<file path="config.mk">
export PLATFORM = sky130hd
export DESIGN_NAME = mat_row_argmax
export DESIGN_NICKNAME = d
export VERILOG_FILES = /design/src/rtl/mat_row_argmax.sv
export SDC_FILE = /design/constraint.sdc
export NUM_CORES = 1
export LEC_CHECK = 0
export CORE_ASPECT_RATIO = 0.5
export CORE_UTILIZATION = 45
export DETAILED_ROUTE_END_ITERATION = 10
export PLACE_DENSITY = 0.78
export SETUP_SLACK_MARGIN = 0.05
export SLEW_MARGIN = 30
export SYNTH_ARGS = -nofsm -noshare
export SYNTH_HDL_FRONTEND = slang
export SYNTH_SLANG_ARGS = --single-unit
</file>
<file path="constraint.sdc">
create_clock -name clk -period 6.3 [get_ports clk]
set_input_delay 0.945 -clock clk [delete_from_list [all_inputs] [get_ports clk]]
set_output_delay 0.945 -clock clk [all_outputs]
set_load 0.01 [all_outputs]
</file>
<file path="src/rtl/mat_row_argmax.sv">
// Purpose: per-row argmax over an M x P float32 matrix, one column scanned per cycle, all rows in parallel.
// Latency: output_stb rises P-1 edges after the accepting edge (on the accepting edge when P = 1).
// Backpressure: results hold in OUT until output_ack; input_mat_ack stays low until then.
module mat_row_argmax #(
    parameter int M     = 2,
    parameter int P     = 2,
    parameter int IDX_W = (P > 1) ? $clog2(P) : 1
) (
    input  logic                        clk,
    input  logic                        rst,
    input  logic [M-1:0][P-1:0][31:0]   input_mat,
    input  logic                        input_mat_stb,
    output logic                        input_mat_ack,
    output logic [M-1:0][IDX_W-1:0]     output_idx,
    output logic [M-1:0][31:0]          output_max,
    output logic                        output_stb,
    input  logic                        output_ack
);

    typedef enum logic [1:0] {
        IDLE = 2'd0,
        SCAN = 2'd1,
        OUT  = 2'd2
    } state_t;

    state_t                         r_state;
    logic [M-1:0][P-1:0][31:0]      r_mat;
    logic [IDX_W-1:0]               r_cnt;
    logic [M-1:0][IDX_W-1:0]        r_idx;
    logic [M-1:0][31:0]             r_max;
    logic                           r_in_ack;
    logic                           r_out_stb;

    logic [M-1:0][31:0]             w_col;
    logic [M-1:0]                   w_better;

    // NaN: all-ones exponent with a nonzero mantissa.
    function automatic logic f_is_nan(input logic [31:0] x);
        return (&x[30:23]) && (|x[22:0]);
    endfunction

    // Maps a non-NaN float onto an unsigned key with the same ordering (-0 below +0).
    function automatic logic [31:0] f_key(input logic [31:0] x);
        return x[31] ? ~x : (x | 32'h8000_0000);
    endfunction

    // Strictly-better test: a NaN candidate loses to any number; ties keep the earlier column.
    function automatic logic f_better(input logic [31:0] nv, input logic [31:0] cand);
        logic nv_nan;
        logic cand_nan;
        nv_nan   = f_is_nan(nv);
        cand_nan = f_is_nan(cand);
        return (cand_nan && !nv_nan) ||
               (!cand_nan && !nv_nan && (f_key(nv) > f_key(cand)));
    endfunction

    // Select the column under scan from the latched matrix, one element per row.
    always_comb begin
        w_col = '0;
        for (int i = 0; i < M; i++) begin
            for (int j = 0; j < P; j++) begin
                if (r_cnt == IDX_W'(j)) begin
                    w_col[i] = r_mat[i][j];
                end
            end
        end
    end

    // Per-row comparison of the scanned column against the running candidate.
    always_comb begin
        w_better = '0;
        for (int i = 0; i < M; i++) begin
            w_better[i] = f_better(w_col[i], r_max[i]);
        end
    end

    // Control FSM with registered handshake outputs and per-row candidate registers.
    always_ff @(posedge clk or negedge rst) begin
        if (!rst) begin
            r_state   <= IDLE;
            r_mat     <= '0;
            r_cnt     <= '0;
            r_idx     <= '0;
            r_max     <= '0;
            r_in_ack  <= 1'b0;
            r_out_stb <= 1'b0;
        end else begin
            case (r_state)
                IDLE: begin
                    if (!r_in_ack) begin
                        r_in_ack <= 1'b1;
                    end else if (input_mat_stb) begin
                        r_mat    <= input_mat;
                        r_in_ack <= 1'b0;
                        r_idx    <= '0;
                        for (int i = 0; i < M; i++) begin
                            r_max[i] <= input_mat[i][0];
                        end
                        if (P == 1) begin
                            r_cnt     <= '0;
                            r_out_stb <= 1'b1;
                            r_state   <= OUT;
                        end else begin
                            r_cnt   <= IDX_W'(1);
                            r_state <= SCAN;
                        end
                    end
                end
                SCAN: begin
                    for (int i = 0; i < M; i++) begin
                        if (w_better[i]) begin
                            r_idx[i] <= r_cnt;
                            r_max[i] <= w_col[i];
                        end
                    end
                    if (r_cnt == IDX_W'(P - 1)) begin
                        r_cnt     <= '0;
                        r_out_stb <= 1'b1;
                        r_state   <= OUT;
                    end else begin
                        r_cnt <= r_cnt + IDX_W'(1);
                    end
                end
                OUT: begin
                    if (output_ack) begin
                        r_out_stb <= 1'b0;
                        r_in_ack  <= 1'b1;
                        r_state   <= IDLE;
                    end
                end
                default: begin
                    r_state   <= IDLE;
                    r_in_ack  <= 1'b0;
                    r_out_stb <= 1'b0;
                end
            endcase
        end
    end

    assign input_mat_ack = r_in_ack;
    assign output_stb    = r_out_stb;
    assign output_idx    = r_idx;
    assign output_max    = r_max;

endmodule

</file>
==> flow_metrics.tcl, run 1 <==
set metrics [dict create \
    outcome "completed" \
    maximum_number_of_pins_on_one_net_before_global_route_repair 92 \
    globalRouteOverflowTotal 0 \
    ctsHtreeMaxLevel 4 \
    cts_hold_buffers 0 \
    globalplace.congestion 0.901 \
    slew_violations 0 \
    die_h_um 117 \
    postSynthAreaPerCell_sq_um 9.11 \
    power_per_cell_area_nw_per_um2 653 \
    max_cap_viol_count 0 \
    synthArstFlopShare_pct 100 \
    antenna_left 0 \
    vdd_drop_max_uv 441 \
    remaining_drc_errors 0 \
    drt-wirelength-per-cell_um 18.5 \
    cellLeakagePower_nw 6.83 \
    wl_mm 33.6 \
    setup_total_negative_slack_ns 0 \
    cts_tree "built" \
    cp_cell_sequence "mux2i_4, buf_4, xor2_1, ha_1, nand4_1, nor2_1, a221o_1, or3_1, a221oi_2, o21ai_4, buf_4, mux2_4" \
    netlist_instances 1302 \
    floorplan.die_area_sq_um 27000 \
    mostFrequentLayoutCell "sky130_fd_sc_hd__nand2_1" \
    power.total_w 0.00957 \
    coreArea_sq_um 25500 \
    worstSetupPathDepth 12 \
    crit_path_frequent_cell "sky130_fd_sc_hd__buf_4" \
    clock-skew-final_ns 0.00964 \
    dpl_cell_area_sq_um 14100 \
    postLayoutCellArea_sq_um 14600 \
    hold_path_depth 2 \
    worst-endpoint-required_ns 6.64 \
    critical_path.top_delay_family "multiplexers" \
    period_share_pct 77.9 \
    post-place-ws_ns 1.49 \
    fp-row-count 41 \
    total_number_of_yosys_warnings 0 \
    ctsResizeCount 0 \
    antenna_found_initial 0 \
    globalRouteTotalUtil_pct 25.2 \
    post-route-worst-setup-slack_ns 1.39 \
    maximum_clock_path_buffer_count 2 \
    crit_path_end "output_max[28]$_DFFE_PN0P_" \
    port_buffers 199 \
    yosys_register_bits 199 \
    finalSetupViolCount 0 \
    timing.hold.worst.class "reg -> reg" \
    worst-path-buf-inv 2 \
    post_cts.repair.setup_buffers 0 \
    timing.critical_path.from "r_cnt$_DFFE_PN0P_" \
    timing.slew.headroom_pct 37.1 \
    finalWorstPathRequiredPeriod_ns 4.91 \
    critPathArrivalTime_ns 5.25 \
    dominant_synthesized_flop_cell "sky130_fd_sc_hd__dfrtp_1" \
    timing.critical_path.slowest_cell_delay_ns 0.88 \
    timing.final.hold_violations 0 \
    synth_top_area_share_pct 42.0 \
    synth_enable_flop_cells 0 \
    crit_path_max_fanout 40 \
    first_pass_grt_wire_length_mm 53.0 \
    detail_route.vias_per_cell 5.53 \
    clk_pin_slew_ns 0.08 \
    num_vias 10000 \
    first_global_vias 9977 \
    drt_iter0_markers 1034 \
    dpl.hpwl_mm 24.4 \
    leading_cell_types_in_the_layout_fill_and_taps_excluded "471 x sky130_fd_sc_hd__nand2_1, 198 x sky130_fd_sc_hd__clkdlybuf4s50_1, 197 x sky130_fd_sc_hd__dfrtp_1, 79 x sky130_fd_sc_hd__o21ai_0, 64 x sky130_fd_sc_hd__ha_1" \
    synth.net_count 1498 \
    worstMarginPinSlew_ns 0.944 \
    worst_r2r_startpoint "r_cnt$_DFFE_PN0P_" \
    tritoncts.num_buffers 17 \
    rsz0062_at_grt "false" \
    worst_skew_pair.late_latency_ns 0.45 \
    final.hold.worst_slack_ns 0.512 \
    max_freq_ghz 0.204 \
    cts.sinks 199 \
    yosys-top-cells-area "sky130_fd_sc_hd__dfrtp_1 42%, sky130_fd_sc_hd__nand2_1 15%, sky130_fd_sc_hd__ha_1 6.8%, sky130_fd_sc_hd__mux2i_1 5.5%, sky130_fd_sc_hd__xnor2_1 4.6%" \
    cts.root.buffer_cell "sky130_fd_sc_hd__clkbuf_16" \
    nets 1655 \
    floorplan.io_pins 200 \
    critical-path-slowest-cell "sky130_fd_sc_hd__dfrtp_4" \
    worst_reg_to_reg_setup_slack_ns 1.39 \
    timing.critical_path.to_type "flop" \
    hold_path.startpoint "r_mat[76]$_DFFE_PN0P_" \
    rr_endpoint "output_max[28]$_DFFE_PN0P_" \
    fraction_of_the_yosys_area_taken_by_sequential_cells_pct 42.0 \
    layout-drive-gt1-share_pct 6.11 \
    criticalPathCategory "reg -> reg" \
    area_delta_synth_final_pct 23.5 \
    worst_setup_path_start_kind "flop" \
    synth.cell_area_sq_um 11900 \
    initial_core_util_pct 46.4 \
    die_w_um 232 \
    drt_pre_antenna_iters 5 \
    netlist.top_cell.by_area "sky130_fd_sc_hd__dfrtp_1" \
    yosys.cell_types.count 46 \
    worst-r2r-cell-count 12 \
]
==> per-layer routing <==
metal	vias to the layer above	part of all wire [%]	track usage (%)
met5	-	0	0
met2	352	48	42.9
met1	4909	43	32.9
met3	53	6.5	4.87
li1	4732	-	-
met4	0	1.9	7.81
==> worst reg2reg max path, stage by stage (launching register included) <==
cell	delay, ns
sky130_fd_sc_hd__dfrtp_4	0.88
sky130_fd_sc_hd__mux2i_4	0.81
sky130_fd_sc_hd__buf_4	0.41
sky130_fd_sc_hd__xor2_1	0.19
sky130_fd_sc_hd__ha_1	0.29
sky130_fd_sc_hd__nand4_1	0.19
sky130_fd_sc_hd__nor2_1	0.09
sky130_fd_sc_hd__a221o_1	0.29
sky130_fd_sc_hd__or3_1	0.38
sky130_fd_sc_hd__a221oi_2	0.35
sky130_fd_sc_hd__o21ai_4	0.18
sky130_fd_sc_hd__buf_4	0.36
sky130_fd_sc_hd__mux2_4	0.38
==> worst min-delay path by stage <==
| stage | endpoint | slack (ns) |
|---|---|---|
| finish | r_mat[76]$_DFFE_PN0P_ | 0.51 |
| detailed placement | r_mat[1]$_DFFE_PN0P_ | 0.49 |
| floorplan | r_mat[31]$_DFFE_PN0P_ | 0.44 |
| global placement | r_mat[6]$_DFFE_PN0P_ | 0.48 |
| CTS | r_mat[1]$_DFFE_PN0P_ | 0.51 |
| global route | r_mat[80]$_DFFE_PN0P_ | 0.53 |
==> logic make-up (layout without fill, tap and decap cells) <==
family          after synthesis  in the layout  share of synthesized area, %
other cells                   0              1                             0
fa+ha+maj                    64             64                          6.75
compound gates              129            129                          6.17
xor+xnor                    124            124                          9.16
buf+inv                      72            242                          2.84
mux                         129            129                          12.5
simple gates                585            585                          20.6
flops                       199            199                          42.0
==> flip-flops by register name, summed over array words and instances (netlist names) <==
name,flops
output_max,64
r_state,2
output_stb,1
output_idx,2
r_mat,128
input_mat_ack,1
r_cnt,1
==> layout make-up <==
cell class | instances | area (sq um)
clock inverter | 15 | 131
fill | 2202 | 10900
timing repair buffer | 209 | 2070
antenna | 1 | 2.50
tap | 344 | 430
clock buffer | 17 | 425
multi-input combinational | 1031 | 6600
sequential | 199 | 4980
inverter | 1 | 3.75
==> metrics by stage <==
step	cells	util, %
final	1817	57.3
after CTS	1816	57.3
after global routing	1816	57.3
after floorplan	1302	-
after global placement	1784	55.1
after detailed placement	1784	55.1
==> power breakdown <==
part | switching (W) | internal [W] | total [W]
registers | 0.000822 | 0.00191 | 0.00273
logic | 0.00305 | 0.00271 | 0.00576
clock network | 0.000548 | 0.000521 | 0.00107
total | 0.00442 | 0.00514 | 0.00957
==> synthesized netlist by cell type (2+ instances only) <==
cell / n
sky130_fd_sc_hd__buf_2: 8
sky130_fd_sc_hd__a221o_1: 2
sky130_fd_sc_hd__nand3_1: 9
sky130_fd_sc_hd__mux2_1: 30
sky130_fd_sc_hd__a21oi_1: 27
sky130_fd_sc_hd__nor2b_1: 4
sky130_fd_sc_hd__a221oi_1: 3
sky130_fd_sc_hd__dfrtp_1: 199
sky130_fd_sc_hd__nor4b_1: 4
sky130_fd_sc_hd__nor3_1: 8
sky130_fd_sc_hd__nor4_1: 30
sky130_fd_sc_hd__buf_8: 3
sky130_fd_sc_hd__mux2i_1: 65
sky130_fd_sc_hd__a21o_1: 3
sky130_fd_sc_hd__clkbuf_1: 43
sky130_fd_sc_hd__a31o_2: 2
sky130_fd_sc_hd__nand2b_1: 3
sky130_fd_sc_hd__nand4_1: 34
sky130_fd_sc_hd__mux2_2: 4
sky130_fd_sc_hd__xnor2_1: 62
sky130_fd_sc_hd__o211ai_1: 2
sky130_fd_sc_hd__nor2_1: 16
sky130_fd_sc_hd__or4_1: 2
sky130_fd_sc_hd__xor2_1: 62
sky130_fd_sc_hd__buf_1: 14
sky130_fd_sc_hd__nand2_1: 471
sky130_fd_sc_hd__buf_6: 3
sky130_fd_sc_hd__ha_1: 64
sky130_fd_sc_hd__o21ai_0: 79
sky130_fd_sc_hd__mux2_4: 30
Note: power is estimated with default switching activity, not from simulation.
==> run 2: changes to the inputs <==
==> constraint.sdc (replaced) <==
create_clock -name clk -period 4.57 [get_ports clk]
set_input_delay 0.6855 -clock clk [delete_from_list [all_inputs] [get_ports clk]]
set_output_delay 0.6855 -clock clk [all_outputs]
set_load 0.01 [all_outputs]
==> run 2 against run 1 <==
  * Clock power up 56%
  * Die area unchanged
  * Routed wire length down 0.23%
  * Clock skew up 0.0059 ns
  * Final area up 1.0%
  * Critical path depth unchanged
  * Sequential share of layout area down 0.35 points
  * Combinational power up 40%
  * Via count about the same
  * Critical path type unchanged
  * Critical endpoint is now output_max[5]$_DFFE_PN0P_
==> flow_metrics.tcl, run 2 (synthesized netlist as in run 1, its figures left out) <==
set metrics [dict create \
    seqCellArea_sq_um 4980 \
    m1WireLength_mm 15.1 \
    wl_mm 33.6 \
    multi_input_gate_area_sq_um 6600 \
    placedCellCount 1789 \
    coreArea_sq_um 25500 \
    antenna_left 0 \
    drt_pre_antenna_iters 6 \
    period_share_pct 93.1 \
    timing.final.hold_violations 0 \
    timing.critical_path.to_type "flop" \
    final-instance-count-excl-fill 1821 \
    worst_setup_path_start_kind "flop" \
    flip_flop_count_of_the_largest_register_after_layout 128 \
    crit_path_max_fanout 26 \
    initial_core_util_pct 46.4 \
    fillerInstances 2164 \
    mostFrequentLayoutCell "sky130_fd_sc_hd__nand2_1" \
    first_global_vias 10000 \
    met3RoutedLength_mm 1.74 \
    port_buffers 199 \
    setup_total_negative_slack_ns 0 \
    cts.sinks 199 \
    worst-endpoint-required_ns 4.91 \
    cts.root.buffer_cell "sky130_fd_sc_hd__clkbuf_16" \
    globalplace.congestion 0.900 \
    cellLeakagePower_nw 6.90 \
    criticalPathCategory "reg -> reg" \
    worst-path-buf-inv 2 \
    critPathArrivalTime_ns 4.60 \
    globalRouteTotalUtil_pct 25.4 \
    floorplan.io_pins 200 \
    die_w_um 232 \
    clock-skew-final_ns 0.0155 \
    cts_hold_buffers 0 \
    top_layer "met4" \
    nets 1660 \
    ctsHtreeMaxLevel 4 \
    fp-row-count 41 \
    area_delta_synth_final_pct 24.8 \
    insertedDiodeCount 0 \
    worst_skew_pair.late_latency_ns 0.47 \
    floorplan.die_area_sq_um 27000 \
    cts_tree "built" \
    globalRouteOverflowTotal 0 \
    first_pass_grt_wire_length_mm 53.6 \
    timing.slew.headroom_pct 39.0 \
    ctsResizeCount 0 \
    layout-drive-gt1-share_pct 6.30 \
    detail_route.vias_per_cell 5.51 \
    postLayoutCellArea_sq_um 14800 \
    cp_cell_sequence "buf_4, mux2i_1, xor2_1, ha_1, nand4_1, nor2_1, a221o_1, or3_1, a221oi_2, o21ai_4, buf_4, mux2_4" \
    clk_pin_slew_ns 0.07 \
    finalWorstPathRequiredPeriod_ns 4.25 \
    outcome "completed" \
    rsz0062_at_grt "false" \
    antenna_found_initial 0 \
    crit_path_frequent_cell "sky130_fd_sc_hd__buf_4" \
    drt-wirelength-per-cell_um 18.4 \
    drt_iter0_markers 901 \
    max_flop_register "r_mat" \
    post_cts.repair.setup_buffers 0 \
    dpl_cell_area_sq_um 14200 \
    tritoncts.num_buffers 17 \
    timing.critical_path.slowest_cell_delay_ns 0.71 \
    met2_length_mm 16.0 \
    leading_cell_types_in_the_layout_fill_and_taps_excluded "471 x sky130_fd_sc_hd__nand2_1, 198 x sky130_fd_sc_hd__clkdlybuf4s50_1, 197 x sky130_fd_sc_hd__dfrtp_1, 79 x sky130_fd_sc_hd__o21ai_0, 64 x sky130_fd_sc_hd__ha_1" \
    vdd_drop_max_uv 411 \
    final.hold.worst_slack_ns 0.272 \
    max_freq_ghz 0.235 \
    maximum_clock_path_buffer_count 2 \
    timing.hold.worst.class "in -> async" \
    critical-path-slowest-cell "sky130_fd_sc_hd__dfrtp_4" \
    num_vias 10000 \
    maximum_number_of_pins_on_one_net_before_global_route_repair 100 \
    power_per_cell_area_nw_per_um2 909 \
    critical_path.top_delay_family "compound AO/OA/AOI/OAI gates" \
    remaining_drc_errors 0 \
    worstMarginPinSlew_ns 0.914 \
    max_cap_viol_count 0 \
    dpl.hpwl_mm 24.2 \
    die_h_um 117 \
    slew_violations 0 \
    finalSetupViolCount 0 \
]
[run 2: final cells by class]
class | count | share of cell area (%)
multi-input cells | 1031 | 44.6
flip-flops and latches | 199 | 33.7
repair buffers | 214 | 14.5
clock buffers | 20 | 3.02
well taps | 344 | 2.91
clock inverters | 12 | 1.29
inverters | 1 | 0.0254
[run 2: metal layers]
| metal | GRT usage (%) | vias up |
|---|---|---|
| met4 | 9.17 | 0 |
| met1 | 34.1 | 4944 |
| li1 | - | 4731 |
| met3 | 4.34 | 48 |
| met5 | 0 | - |
| met2 | 42.1 | 314 |
[run 2: worst paths after layout]
check | startpoint | end | slack [ns] | depth (start not counted)
max | r_cnt$_DFFE_PN0P_ | output_max[5]$_DFFE_PN0P_ | 0.32 | 12
min | rst | output_max[41]$_DFFE_PN0P_ | 0.27 | 1
max reg2reg | r_cnt$_DFFE_PN0P_ | output_max[5]$_DFFE_PN0P_ | 0.32 | 12
min reg2reg | r_mat[91]$_DFFE_PN0P_ | r_mat[91]$_DFFE_PN0P_ | 0.50 | 2
max in group asynchronous | rst | r_mat[11]$_DFFE_PN0P_ | 3.19 | 2
min in group clk | r_mat[91]$_DFFE_PN0P_ | r_mat[91]$_DFFE_PN0P_ | 0.50 | 2
[run 2: power by group]
group	internal (W)	switching [W]	leakage, nW	total [W]
combinational	0.00378	0.00426	4.16	0.00805
clock	0.000942	0.000724	0.304	0.00167
sequential	0.00264	0.00110	2.44	0.00374
[run 2: per-stage QoR]
step,total power [W],utilization (%),worst slack (ns)
global placement,0.0113,55.4,0.528
finish,0.0134,57.9,0.317
global route,0.0145,57.9,0.119
detailed placement,0.0117,55.4,0.393
CTS,0.0134,57.9,0.354
floorplan,0.00914,-,0.633
==> run 3: changes to the inputs <==
--- a/config.mk
+++ b/config.mk
@@ -6,7 +6,9 @@
 export NUM_CORES = 1
 export LEC_CHECK = 0
 export CORE_ASPECT_RATIO = 0.5
+export CORE_MARGIN = 5
 export CORE_UTILIZATION = 45
+export CTS_CLUSTER_DIAMETER = 30
 export DETAILED_ROUTE_END_ITERATION = 10
 export PLACE_DENSITY = 0.78
 export SETUP_SLACK_MARGIN = 0.05
==> run 3 against run 2 <==
  * Sequential power barely moved
  * Highest routed layer unchanged
  * Cell count rose by 0.55%
  * Sequential share of layout area barely moved
  * Via count fell by 1.1%
==> flow_metrics.tcl, run 3 (synthesized netlist as in run 1, its figures left out) <==
set metrics [dict create \
    flip_flop_count_of_the_largest_register_after_layout 128 \
    detail_route.vias_per_cell 5.42 \
    antenna_found_initial 0 \
    outcome "completed" \
    timing.critical_path.slowest_cell_delay_ns 0.75 \
    vdd_drop_max_uv 347 \
    remaining_drc_errors 0 \
    coreArea_sq_um 26200 \
    worstSetupPathDepth 12 \
    post_cts.repair.setup_buffers 0 \
    drt-wirelength-per-cell_um 18.7 \
    rsz0062_at_grt "false" \
    setup_total_negative_slack_ns 0 \
    criticalPathCategory "reg -> reg" \
    globalplace.congestion 0.897 \
    final.hold.worst_slack_ns 0.315 \
    timing.slew.headroom_pct 36.2 \
    max_freq_ghz 0.245 \
    cellLeakagePower_nw 6.90 \
    maximum_number_of_pins_on_one_net_before_global_route_repair 106 \
    floorplan.io_pins 200 \
    cts_tree "built" \
    mostFrequentLayoutCell "sky130_fd_sc_hd__nand2_1" \
    max_cap_viol_count 0 \
    drt_pre_antenna_iters 6 \
    tritoncts.num_buffers 17 \
    die_h_um 125 \
    worst_skew_pair.late_latency_ns 0.46 \
    max_flop_register "r_mat" \
    period_share_pct 89.3 \
    finalSetupViolCount 0 \
    slew_violations 0 \
    dpl.hpwl_mm 25.5 \
    worstMarginPinSlew_ns 0.957 \
    timing.critical_path.to_type "flop" \
    placedCellCount 1799 \
    drt_iter0_markers 1032 \
    timing.final.hold_violations 0 \
    floorplan.die_area_sq_um 29900 \
    critical_path.top_delay_family "compound AO/OA/AOI/OAI gates" \
    critical-path-slowest-cell "sky130_fd_sc_hd__dfrtp_4" \
    postLayoutCellArea_sq_um 14800 \
    final-instance-count-excl-fill 1831 \
    antenna_left 0 \
    cts.sinks 199 \
    finalWorstPathRequiredPeriod_ns 4.08 \
    timing.critical_path.from "r_cnt$_DFFE_PN0P_" \
    worst-endpoint-required_ns 4.91 \
    globalRouteTotalUtil_pct 23.2 \
    first_global_vias 10500 \
    initial_core_util_pct 45.3 \
    globalRouteOverflowTotal 0 \
    cts_hold_buffers 0 \
    crit_path_frequent_cell "sky130_fd_sc_hd__buf_4" \
    worst_setup_path_start_kind "flop" \
    wl_mm 34.3 \
    timing.hold.worst.class "in -> async" \
    critPathArrivalTime_ns 4.42 \
    first_pass_grt_wire_length_mm 55.8 \
    cts.root.buffer_cell "sky130_fd_sc_hd__clkbuf_16" \
    clk_pin_slew_ns 0.07 \
    fp-row-count 42 \
    ctsResizeCount 0 \
    die_w_um 240 \
    nets 1662 \
    insertedDiodeCount 0 \
    area_delta_synth_final_pct 24.7 \
    cp_cell_sequence "buf_4, mux2i_1, xor2_1, ha_1, a21oi_1, o21ai_1, a221o_1, or3_1, a221oi_2, o21ai_4, buf_4, mux2_4" \
    clock-skew-final_ns 0.0130 \
    ctsHtreeMaxLevel 4 \
    layout-drive-gt1-share_pct 6.42 \
    num_vias 9926 \
    worst-r2r-cell-count 12 \
    power_per_cell_area_nw_per_um2 903 \
    maximum_clock_path_buffer_count 2 \
    crit_path_max_fanout 34 \
    leading_cell_types_in_the_layout_fill_and_taps_excluded "471 x sky130_fd_sc_hd__nand2_1, 198 x sky130_fd_sc_hd__clkdlybuf4s50_1, 198 x sky130_fd_sc_hd__dfrtp_1, 79 x sky130_fd_sc_hd__o21ai_0, 64 x sky130_fd_sc_hd__ha_1" \
    worst_r2r_startpoint "r_cnt$_DFFE_PN0P_" \
    port_buffers 199 \
    dpl_cell_area_sq_um 14200 \
    worst-path-buf-inv 2 \
]
## run 3: layout make-up
type,count,area [sq um]
clock buffers,18,429
clock inverters,14,175
fillers,2248,11400
inverters,1,3.75
multi-input cells,1031,6600
flip-flops and latches,199,4980
well taps,352,440
repair buffers,216,2160
## run 3: per-stage QoR
| step | power [W] | utilization (%) | setup WS (ns) |
|---|---|---|---|
| floorplan | 0.00914 | - | 0.633 |
| global placement | 0.0113 | 54.2 | 0.582 |
| detailed placement | 0.0117 | 54.2 | 0.497 |
| CTS | 0.0134 | 56.5 | 0.473 |
| global route | 0.0145 | 56.5 | 0.204 |
| finish | 0.0133 | 56.5 | 0.487 |
## run 3: path summary, 6_finish.rpt
kind,end,slack [ns]
max,output_max[23]$_DFFE_PN0P_,0.49
min,r_mat[105]$_DFFE_PN0P_,0.31
max reg2reg,output_max[23]$_DFFE_PN0P_,0.49
min reg2reg,r_mat[67]$_DFFE_PN0P_,0.50
max in group asynchronous,output_max[7]$_DFFE_PN0P_,3.23
min in group clk,r_mat[67]$_DFFE_PN0P_,0.50
## run 3: report_power, final
group	total, W	switching (W)	leakage (nW)	internal [W]
registers	0.00376	0.00112	2.44	0.00264
logic	0.00802	0.00423	4.17	0.00379
clock network	0.00158	0.000711	0.287	0.000865
total	0.0133	0.00606	6.90	0.00729
## run 3: layer usage
metal	GRT usage, %	wire [um]
met1	31.2	15000
met2	37.9	16500
met3	4.09	1840
met4	8.05	916
met5	0	0
